==> src/rtl/digest_reader.sv <==
// Captures the hash engine digest after a final request and streams it out
// MS word first over a valid/ready bus, flagging overlapping requests as overrun.
module digest_reader #(
  parameter int BUS_WIDTH    = 32,
  parameter int DIGEST_WIDTH = 512,
  parameter int OUT_BYTES    = 64
) (
  input  logic                    clk,
  input  logic                    reset_n,
  input  logic                    final_in,
  input  logic                    digest_valid,
  input  logic [DIGEST_WIDTH-1:0] digest_in,
  output logic [BUS_WIDTH-1:0]    dout,
  output logic                    dout_valid,
  input  logic                    dout_ready,
  output logic                    dout_last,
  output logic                    busy,
  output logic                    overrun,
  input  logic                    overrun_clr
);

  localparam int OUT_W  = OUT_BYTES * 8;
  localparam int NWORDS = OUT_W / BUS_WIDTH;
  localparam int CNT_W  = (NWORDS > 1) ? $clog2(NWORDS) : 1;
  localparam logic [CNT_W-1:0] LAST_IDX = CNT_W'(NWORDS - 1);

  typedef enum logic [1:0] {IDLE, ARMED, STREAM} state_t;

  state_t             state;
  logic               dv_q;
  logic [OUT_W-1:0]   digest_reg;
  logic [CNT_W-1:0]   cnt;
  logic [CNT_W-1:0]   cnt_next;
  logic               dv_rise;
  logic               last_xfer;
  logic               ovr_set;

  function automatic logic [BUS_WIDTH-1:0] word_at(input logic [OUT_W-1:0] d,
                                                   input logic [CNT_W-1:0] idx);
    logic [OUT_W-1:0] sh;
    sh = d << (int'(idx) * BUS_WIDTH);
    return sh[OUT_W-1 -: BUS_WIDTH];
  endfunction

  assign cnt_next  = cnt + 1'b1;
  assign dv_rise   = digest_valid & ~dv_q;
  assign last_xfer = (state == STREAM) & dout_valid & dout_ready & dout_last;
  // A request while one is pending is dropped, except exactly on the last-word handoff.
  assign ovr_set   = final_in & ((state == ARMED) | ((state == STREAM) & ~last_xfer));
  assign busy      = (state != IDLE);

  always_ff @(posedge clk or negedge reset_n) begin
    if (!reset_n) begin
      state      <= IDLE;
      dv_q       <= 1'b0;
      digest_reg <= '0;
      cnt        <= '0;
      dout       <= '0;
      dout_valid <= 1'b0;
      dout_last  <= 1'b0;
      overrun    <= 1'b0;
    end else begin
      dv_q    <= digest_valid;
      overrun <= ovr_set | (overrun & ~overrun_clr);
      case (state)
        IDLE: begin
          if (final_in) state <= ARMED;
        end
        ARMED: begin
          if (dv_rise) begin
            digest_reg <= digest_in[DIGEST_WIDTH-1 -: OUT_W];
            cnt        <= '0;
            state      <= STREAM;
          end
        end
        STREAM: begin
          // First STREAM cycle presents word 0 from the freshly captured register.
          if (!dout_valid) begin
            dout       <= word_at(digest_reg, cnt);
            dout_valid <= 1'b1;
            dout_last  <= (cnt == LAST_IDX);
          end else if (dout_ready) begin
            if (dout_last) begin
              dout       <= '0;
              dout_valid <= 1'b0;
              dout_last  <= 1'b0;
              cnt        <= '0;
              state      <= final_in ? ARMED : IDLE;
            end else begin
              cnt        <= cnt_next;
              dout       <= word_at(digest_reg, cnt_next);
              dout_last  <= (cnt_next == LAST_IDX);
            end
          end
        end
        default: state <= IDLE;
      endcase
    end
  end

endmodule
==> config.mk <==
export PLATFORM = sky130hd
export DESIGN_NAME = digest_reader
export DESIGN_NICKNAME = d
export VERILOG_FILES = /design/src/rtl/digest_reader.sv
export SDC_FILE = /design/constraint.sdc
export NUM_CORES = 1
export LEC_CHECK = 0
export ABC_CLOCK_PERIOD_IN_PS = 5700
export BUFFER_PORTS_ARGS = -buffer_cell sky130_fd_sc_hd__buf_2
export CORE_MARGIN = 8
export CORE_UTILIZATION = 56
export DETAILED_ROUTE_END_ITERATION = 10
export GPL_TIMING_DRIVEN = 0
export PLACE_DENSITY_LB_ADDON = 0.25
export SLEW_MARGIN = 10
export SYNTH_ARGS = -nofsm -noshare
export SYNTH_HDL_FRONTEND = slang
export SYNTH_SLANG_ARGS = --single-unit
export TNS_END_PERCENT = 100
==> constraint.sdc <==
create_clock -name clk -period 5.7 [get_ports clk]
set_clock_uncertainty 0.05 [all_clocks]
set_input_delay 0 -clock clk [delete_from_list [all_inputs] [get_ports clk]]
set_output_delay 0 -clock clk [all_outputs]
set_load 0.05 [all_outputs]
---- After elaboration in Yosys (flattened, before gate mapping) ----
Index checks and enable logic that the tools add are counted.
word-level totals
  flip-flop bits (word level) ............. 554
  input port bits ......................... 518
  output and inout port bits .............. 36
  word-level logic and storage cells ...... 61
cells by class
  $add $sub $neg .......................... 1
  eq/ne operators ......................... 10
  shifts and indexed selects .............. 2
  mux-type cells .......................... 21
  bitwise logic cells ..................... 12
  reduce and logical (&&, ||, !) cells .... 7
operator list
  operator               number
  $shl A512 B9 Y512      2
  $mux W32               3
  $mux W4                4
  $mux W2                5
  $ne A2 B2 Y1 const B   5
  $eq A4 B4 Y1 const B   2
  $pmux W4 S2            1
  $and A1 B1 Y1          7
  $mux W1                7
  $pmux W2 S3            1
  $reduce_and A5 Y1      1
  $add A4 B1 Y4 const B  1
  $reduce_and A2 Y1      2
  $reduce_and A4 Y1      1
  $reduce_bool A2 Y1     2
  $not A1 Y1             3
  $eq A2 B1 Y1 const B   1
  $eq A2 B2 Y1 const B   1
  $logic_not A2 Y1       1
  $ne A2 B1 Y1 const B   1
  $or A1 B1 Y1           2

---- Depth between registers and ports, before layout ----
Gate-level depths: netlist of run 1.
  depth in word-level cells ............... 9
  mapped depth ............................ 15
  gate-level depth less buffers ........... 7

---- Worst setup path after synthesis of run 1 ----
Ideal clock, no wire load.
  kind .................................... register -> register
  start ................................... register cnt[0]
  end ..................................... register dout[11]
  setup time .............................. 141 ps
  arrival ................................. 3017 ps
  data required time ...................... 5509 ps
  setup slack ............................. 2492 ps
  cell stages (with the launch flop) ...... 15
  path buffers ............................ 8
  clock period less this slack ............ 3208 ps
  path through ............................ dfrtp_1 buf_6 buf_6 buf_6 buf_4 buf_4 buf_2 inv_1 ha_1 clkbuf_1 clkbuf_1 mux4_2 mux2_1 nand2_1 a31oi_1
between the ends
  word-level cells in the longest chain between the ends .. 5
  elaborated cells on any way between the ends .. 6
  classes of those cells .................. add/sub: 1; shift: 2; mux: 3
RTL lines
  what                      RTL line  text
  start: declaration        32        logic [CNT_W-1:0] cnt;
  start signal: assignment  90        cnt <= cnt_next;
  $add A4 B1 Y4             45        assign cnt_next = cnt + 1'b1;
  $shl A512 B9 Y512         41        sh = d << (int'(idx) * BUS_WIDTH);
  $mux W32                  83        if (dout_last) begin
  $mux W32                  82        end else if (dout_ready) begin
  $mux W32 *                78        if (!dout_valid) begin
  end signal: assignment    79        dout <= word_at(digest_reg, cnt);
  end signal: assignment    91        dout <= word_at(digest_reg, cnt_next);
  end: declaration          13        output logic [BUS_WIDTH-1:0] dout,
Mark *: on every way between the ends. The rest lies on a longest branch, timed or not. The select of a mux whose other input is x is not followed.
A chain may end at the register's enable or synchronous reset.

---- Worst setup path in the final report of run 1 ----
  start ................................... register cnt[0]
  end ..................................... register dout[4]
The elaborated chain is that of the path after synthesis.

==> metrics.yaml, run 1 <==
status: "finished clean"
async_reset_ff_share_pct: 100
synth_warnings: 0
path_depth: 15
cts_max_level: 2
slowest_stage: "clkbuf_1"
cts_root_buf: "clkbuf_16"
period_share_pct: 87.2
antenna_found_initial: 26
drtAntennaViolNets: 0
rsz0062_at_grt: "false"
grt_max_degree: 109
synth_compound_area_share_pct: 6.10
power_density_nw_per_um2: 569
syn_area_sq_um: 29200
insertion_delay_ps: 640
place.gp.congestion: 0.960
finish.net_count: 3762
hold_path.class: "input port to flip-flop"
fill_cells: 2944
crit_path_frequent_cell: "buf_6"
rows: 83
grt_first_pass_wirelength_um: 192000
multi_input_area_sq_um: 14400
grt_overflow: 0
r2r_setup_slack_ps: 730
synth_edf_count: 0
muxShareOfSynthArea_pct: 40.1
routedWlPerCell_um: 33.0
synthCells: 2101
postRouteWirelength_um: 132000
dieArea_sq_um: 59600
place_ws_ps: 921
cts_max_path_buffers: 3
largest_register_ffs: 512
viasPerCell: 6.59
critPathRequiredTime_ps: 6120
place_hpwl_um: 87000
pin_count: 554
worstPathArrival_ps: 5390
critPathTopFamily: "buffers and inverters"
fp.dieH_um: 244
final_util_pct: 78.4
syn2layout_area_growth_pct: 38.3
ys_ff_latch: 554
critPathLaunchType: "flip-flop"
ir_drop_mv: 0.358
drt_iter0_markers: 3070
r2r_end: "dout[4]"
dp_cells: 3339
cts_buffers: 59
grt_pass1_vias: 28300
crit_type: "flip-flop to flip-flop"
cp_max_fo: 10
fmax_mhz: 201
cts_tree: "done"
cts_sinks: 554
critical_path_buf_inv_count: 9
globalRouteTotalUtil_pct: 43.3
drv_cap: 0
final_cells: 3997
core_sq_um: 51400
yosysSeqAreaShare_pct: 47.6
path_clk_slew_ps: 70
yosys.area_share.simple_pct: 2.91
fin_crit_ps: 4970
first_pass_iters: 6
vias: 26300
startpoint: "cnt[0]"
reg2regPathDepth: 15
r2r_start: "cnt[0]"
route.detailed.drc: 0
cts_resized: 0
ys.flop_type: "dfrtp_1"
synthXorXnorAreaFrac_pct: 0.0858
synth_top_family_by_area: "multiplexers"
timing.final.hold_violations: 0
slowest_delay_ps: 790
io_buffers: 553
setup_viol_count_final: 0
seq_area_sq_um: 13900
drive_gt1_share_pct: 46.5
power.leakage_nw: 16.9
post_cts_buffers: 0
syn_nets: 2621
fin_tns_setup_ps: 0
tightest_slew_ps: 1280
initial_utilization_pct: 56.7
setup_slack_ps: 731
die_w_um: 244
synth.distinct_cells: 38
slew-limit-headroom_pct: 14.9
crit_chain: "buf_6, buf_6, buf_6, buf_4, buf_4, buf_2, inv_1, ha_1, buf_2, clkbuf_1, mux4_2, mux2i_1, nor3_1, a211oi_1, a31oi_1"
worstSetupEndpointType: "flip-flop"
yosys.area_share.adder_pct: 0.0858
crit_end: "dout[4]"
avgSynthCellArea_sq_um: 13.9
drv_slew: 0
through the flow:
step | hold slack [ps] | total power, mW | instance area (sq um)
floorplan | -346 | 14.2 | 29200
global placement | 114 | 17.3 | 32800
global route | 98.6 | 23.6 | 40300
CTS | 56.1 | 22.2 | 40200
finish | 76.4 | 22.9 | 40300
detailed placement | -11.9 | 17.7 | 32900
synthesized netlist by cell type, drive strengths merged, types with 33 or more instances:
cell type  instances  area (sq um)
a211oi            82           616
buf              114           661
mux4             128          2880
nor3              39           195
o22ai             39           244
a31oi             57           357
nand2             36           135
mux2i            152          1520
dfrtp            554         13900
o21ai             33           165
nor2b             37           231
clkbuf            65           244
mux2             647          7290
nor2              38           143
area by class of cell:
type / instances / share of cell area [%]
clock inverters: 19 / 0.639
inverters: 5 / 0.0466
clock buffers: 92 / 4.52
multi-input cells: 1363 / 35.6
flip-flops and latches: 554 / 34.4
well taps: 680 / 2.11
repair buffers: 1080 / 20.2
diodes: 25 / 0.155
plain buffers: 179 / 2.24
kinds of logic after synthesis:
kind of cell | count (synthesis)
compound gates | 258
xor+xnor | 2
fa+ha+maj | 2
buf+inv | 184
flops | 554
mux | 927
simple gates | 174
routing by layer:
metal  up-vias  GRT usage, %  part of all wire, %
li1      10400             -                    -
met1     13100          50.9                   35
met2      2212          67.9                   46
met3       619          14.8                   12
met4        12          27.6                  7.4
met5         -             0                0.058
worst min-delay path: cells and delay by family:
kind | cells | cell delay, ps
buf+inv | 2 | 600
mux | 1 | 130
what timing repair did:
item                                    CTS  global route
hold buffers                            522             0
endpoints found under the setup margin    0             0
endpoints found under the hold margin   714             0
where the power goes:
group | switching (mW) | internal [mW] | total (mW) | leakage, nW
combinational | 5.68 | 5.26 | 10.9 | 9.35
sequential | 1.85 | 5.95 | 7.80 | 6.59
clock | 1.74 | 2.46 | 4.20 | 1.01
worst min-delay path by stage:
| stage | endpoint | from | cells after the start | slack, ps |
|---|---|---|---|---|
| after CTS | digest_reg[216] | digest_in[216] | 3 | 60 |
| after detailed placement | digest_reg[237] | reset_n | 1 | -10 |
| final | digest_reg[89] | digest_in[89] | 3 | 80 |
| after global placement | dv_q | digest_valid | 1 | 110 |
| after floorplan | cnt[0] | reset_n | 0 | -350 |
| after global routing | digest_reg[324] | digest_in[324] | 3 | 100 |
placed cells by master (no fill, tap or decap), types with 2 or more instances in the layout:
cell,count
buf_2,636
mux2_2,633
dfrtp_1,554
dlygate4sd3_1,521
mux2i_1,152
mux4_2,128
a211oi_1,82
clkbuf_1,78
clkbuf_16,61
a31oi_1,57
nor3_1,39
o22ai_1,39
nor2_1,38
nor2b_1,37
nand2_1,36
o21ai_0,33
a221oi_1,31
diode_2,25
clkbuf_8,18
buf_4,16
mux2_1,14
buf_6,9
nand2b_1,8
nand3_1,8
clkinv_2,8
a311oi_1,7
bufinv_16,6
buf_16,6
inv_1,5
buf_1,5
clkinvlp_4,5
or2_2,3
a21oi_1,3
nor4_1,2
ha_1,2
Note: power is estimated with default switching activity, not from simulation.
==> run 2: changes to the inputs <==
- CORE_UTILIZATION: 56 -> 61
==> run 2 against run 1 <==
Critical endpoint unchanged. Largest power group unchanged. Largest cell class unchanged. Highest routed layer unchanged. Sequential share of layout area is 0.23 points higher. Hold slack worse by 60 ps. Core utilization increased by 6.0 points.
==> metrics.yaml, run 2 (synthesis results as in run 1) <==
cts_tree: "done"
post_dp_cell_area_sq_um: 32800  # -0.25%
first_pass_iters: 6  # unchanged
fmax_mhz: 207  # +2.6%
timing.final.hold_violations: 0  # unchanged
power.leakage_nw: 16.9  # -0.38%
syn2layout_area_growth_pct: 37.3
layout_common_cells: "636 x buf_2, 633 x mux2_2, 554 x dfrtp_1, 520 x dlygate4sd3_1, 152 x mux2i_1"
dp_cells: 3274  # -1.9%
fin_crit_ps: 4840  # -128 ps
finish.net_count: 3761  # -0.027%
r2r_setup_slack_ps: 860  # +130 ps
initial_utilization_pct: 61.4  # +4.7 points
dieArea_sq_um: 55000  # -7.7%
drt_iter0_markers: 3988  # +30%
io_buffers: 553  # unchanged
postRouteWirelength_um: 135000  # +2.4%
multi_input_area_sq_um: 14400  # unchanged
stdcell_area_sq_um: 40000  # -0.67%
grt_pass1_vias: 29100  # +2.7%
final_cells: 3916  # -2.0%
ir_drop_mv: 0.326  # -8.8%
power.internal_mw: 13.5  # -1.4%
cp_max_fo: 10  # unchanged
cts_root_buf: "clkbuf_16"
setup_viol_count_final: 0  # unchanged
cts_max_level: 2  # unchanged
cts_sinks: 554  # unchanged
seq_power_share_pct: 34.3  # +0.3 points
p_sw_mw: 9.55  # +3.0%
rsz0062_at_grt: "false"
largest_register_ffs: 512  # unchanged
cts_max_path_buffers: 3  # unchanged
crit_type: "flip-flop to flip-flop"
pin_count: 554  # unchanged
cts_buffers: 59  # unchanged
critPathLaunchType: "flip-flop"
viasPerCell: 7.01  # +6.4%
seq_area_sq_um: 13900  # unchanged
insertion_delay_ps: 630  # about the same
route.detailed.drc: 0  # unchanged
period_share_pct: 84.9  # -2.2 points
vias: 27500  # +4.2%
clkPwrFrac_pct: 17.3  # -1.0 points
grt_overflow: 0  # unchanged
fp.dieH_um: 235  # -3.9%
drv_cap: 0  # unchanged
drv_slew: 0  # unchanged
slew-limit-headroom_pct: 26.8  # +12 points
path_clk_slew_ps: 60  # about the same
power_density_nw_per_um2: 575  # +1.1%
grt_first_pass_wirelength_um: 196000  # +2.3%
hold_path.class: "input port to flip-flop"
core_sq_um: 47400  # -7.7%
drtAntennaViolNets: 0  # unchanged
globalRouteTotalUtil_pct: 47.9  # +4.6 points
tightest_slew_ps: 1100  # -178 ps
swShare_pct: 41.4  # +1.1 points
place.gp.congestion: 0.972  # +1.2%
status: "finished clean"
cts_resized: 0  # unchanged
place_hpwl_um: 84700  # -2.7%
drive_gt1_share_pct: 46.4  # -0.12 points
die_w_um: 235  # -3.9%
rows: 80  # -3.6%
worstPathArrival_ps: 5270  # -120 ps
worstSetupEndpointType: "flip-flop"
final_common_cell: "buf_2"
routedWlPerCell_um: 34.5  # +4.5%
fill_cells: 2326  # -21%
antenna_found_initial: 29  # +12%
grt_max_degree: 115  # +5.5%
fin_tns_setup_ps: 0  # unchanged
critPathRequiredTime_ps: 6130  # about the same
total_power_mw: 23.0  # +0.41%
power_frac_comb_pct: 48.4  # +0.7 points
final_util_pct: 84.4  # +6.0 points
-- run 2: changes by cell type in the layout (fill, tap and decap cells not counted) --
cell | previous run | this run
clkbuf_8 | 18 | 11
diode_2 | 25 | 18
clkinv_2 | 8 | 13
clkinvlp_4 | 5 | 1
bufinv_16 | 6 | 4
dlygate4sd3_1 | 521 | 520
-- run 2: worst paths after layout --
path | from | to | depth (start not counted)
min in group asynchronous | reset_n | digest_reg[139] | 4
max | cnt[0] | dout[4] | 15
min reg2reg | digest_reg[348] | digest_reg[348] | 1
max in group asynchronous | reset_n | digest_reg[347] | 5
min | digest_valid | dv_q | 2
max reg2reg | cnt[0] | dout[4] | 15
-- run 2: area by class of cell --
type | instances | area share (%)
buffer | 179 | 2.26
multi-input combinational | 1363 | 35.9
timing repair buffer | 1079 | 20.4
inverter | 5 | 0.0469
clock buffer | 85 | 4.31
sequential | 554 | 34.6
antenna | 18 | 0.113
clock inverter | 18 | 0.481
tap | 615 | 1.92
-- run 2: critical path, stage by stage (launching register included) --
cell and delay [ps]:
dfrtp_1 360, buf_6 120, buf_6 160, buf_6 210, buf_4 290, buf_4 290
buf_2 310, inv_1 80, ha_1 320, buf_2 310, clkbuf_1 770, mux4_2 480
mux2i_1 150, nor3_1 60, a211oi_1 530, a31oi_1 160
-- run 2: power groups by stage --
stage,sequential [mW],combinational (mW),clock [mW]
finish,7.91,11.1,3.98
global route,8.00,11.4,4.08
floorplan,7.40,6.83,0
detailed placement,7.59,10.0,0
CTS,7.55,10.4,3.90
global placement,7.43,9.74,0
-- run 2: what timing repair did --
| item | 4_1_cts | 5_1_grt |
|---|---|---|
| endpoints found under the hold margin | 747 | 0 |
| hold buffers | 521 | 0 |
| setup buffers | 0 | 0 |
-- run 2: metrics by stage --
step | hold slack, ps | setup WS (ps)
after global placement | 117 | -6600
after detailed placement | -122 | 1080
final | 15.9 | 858
after floorplan | -346 | 2490
after global routing | 27.6 | 834
after CTS | 5.59 | 1090
-- run 2: layer usage --
metal | wire length, um | vias to the layer above | global-route usage, %
met4 | 12100 | 26 | 34.1
met5 | 201 | - | 0
met2 | 61200 | 2843 | 74.0
met3 | 18200 | 887 | 18.2
li1 | - | 10300 | -
met1 | 43300 | 13400 | 54.6
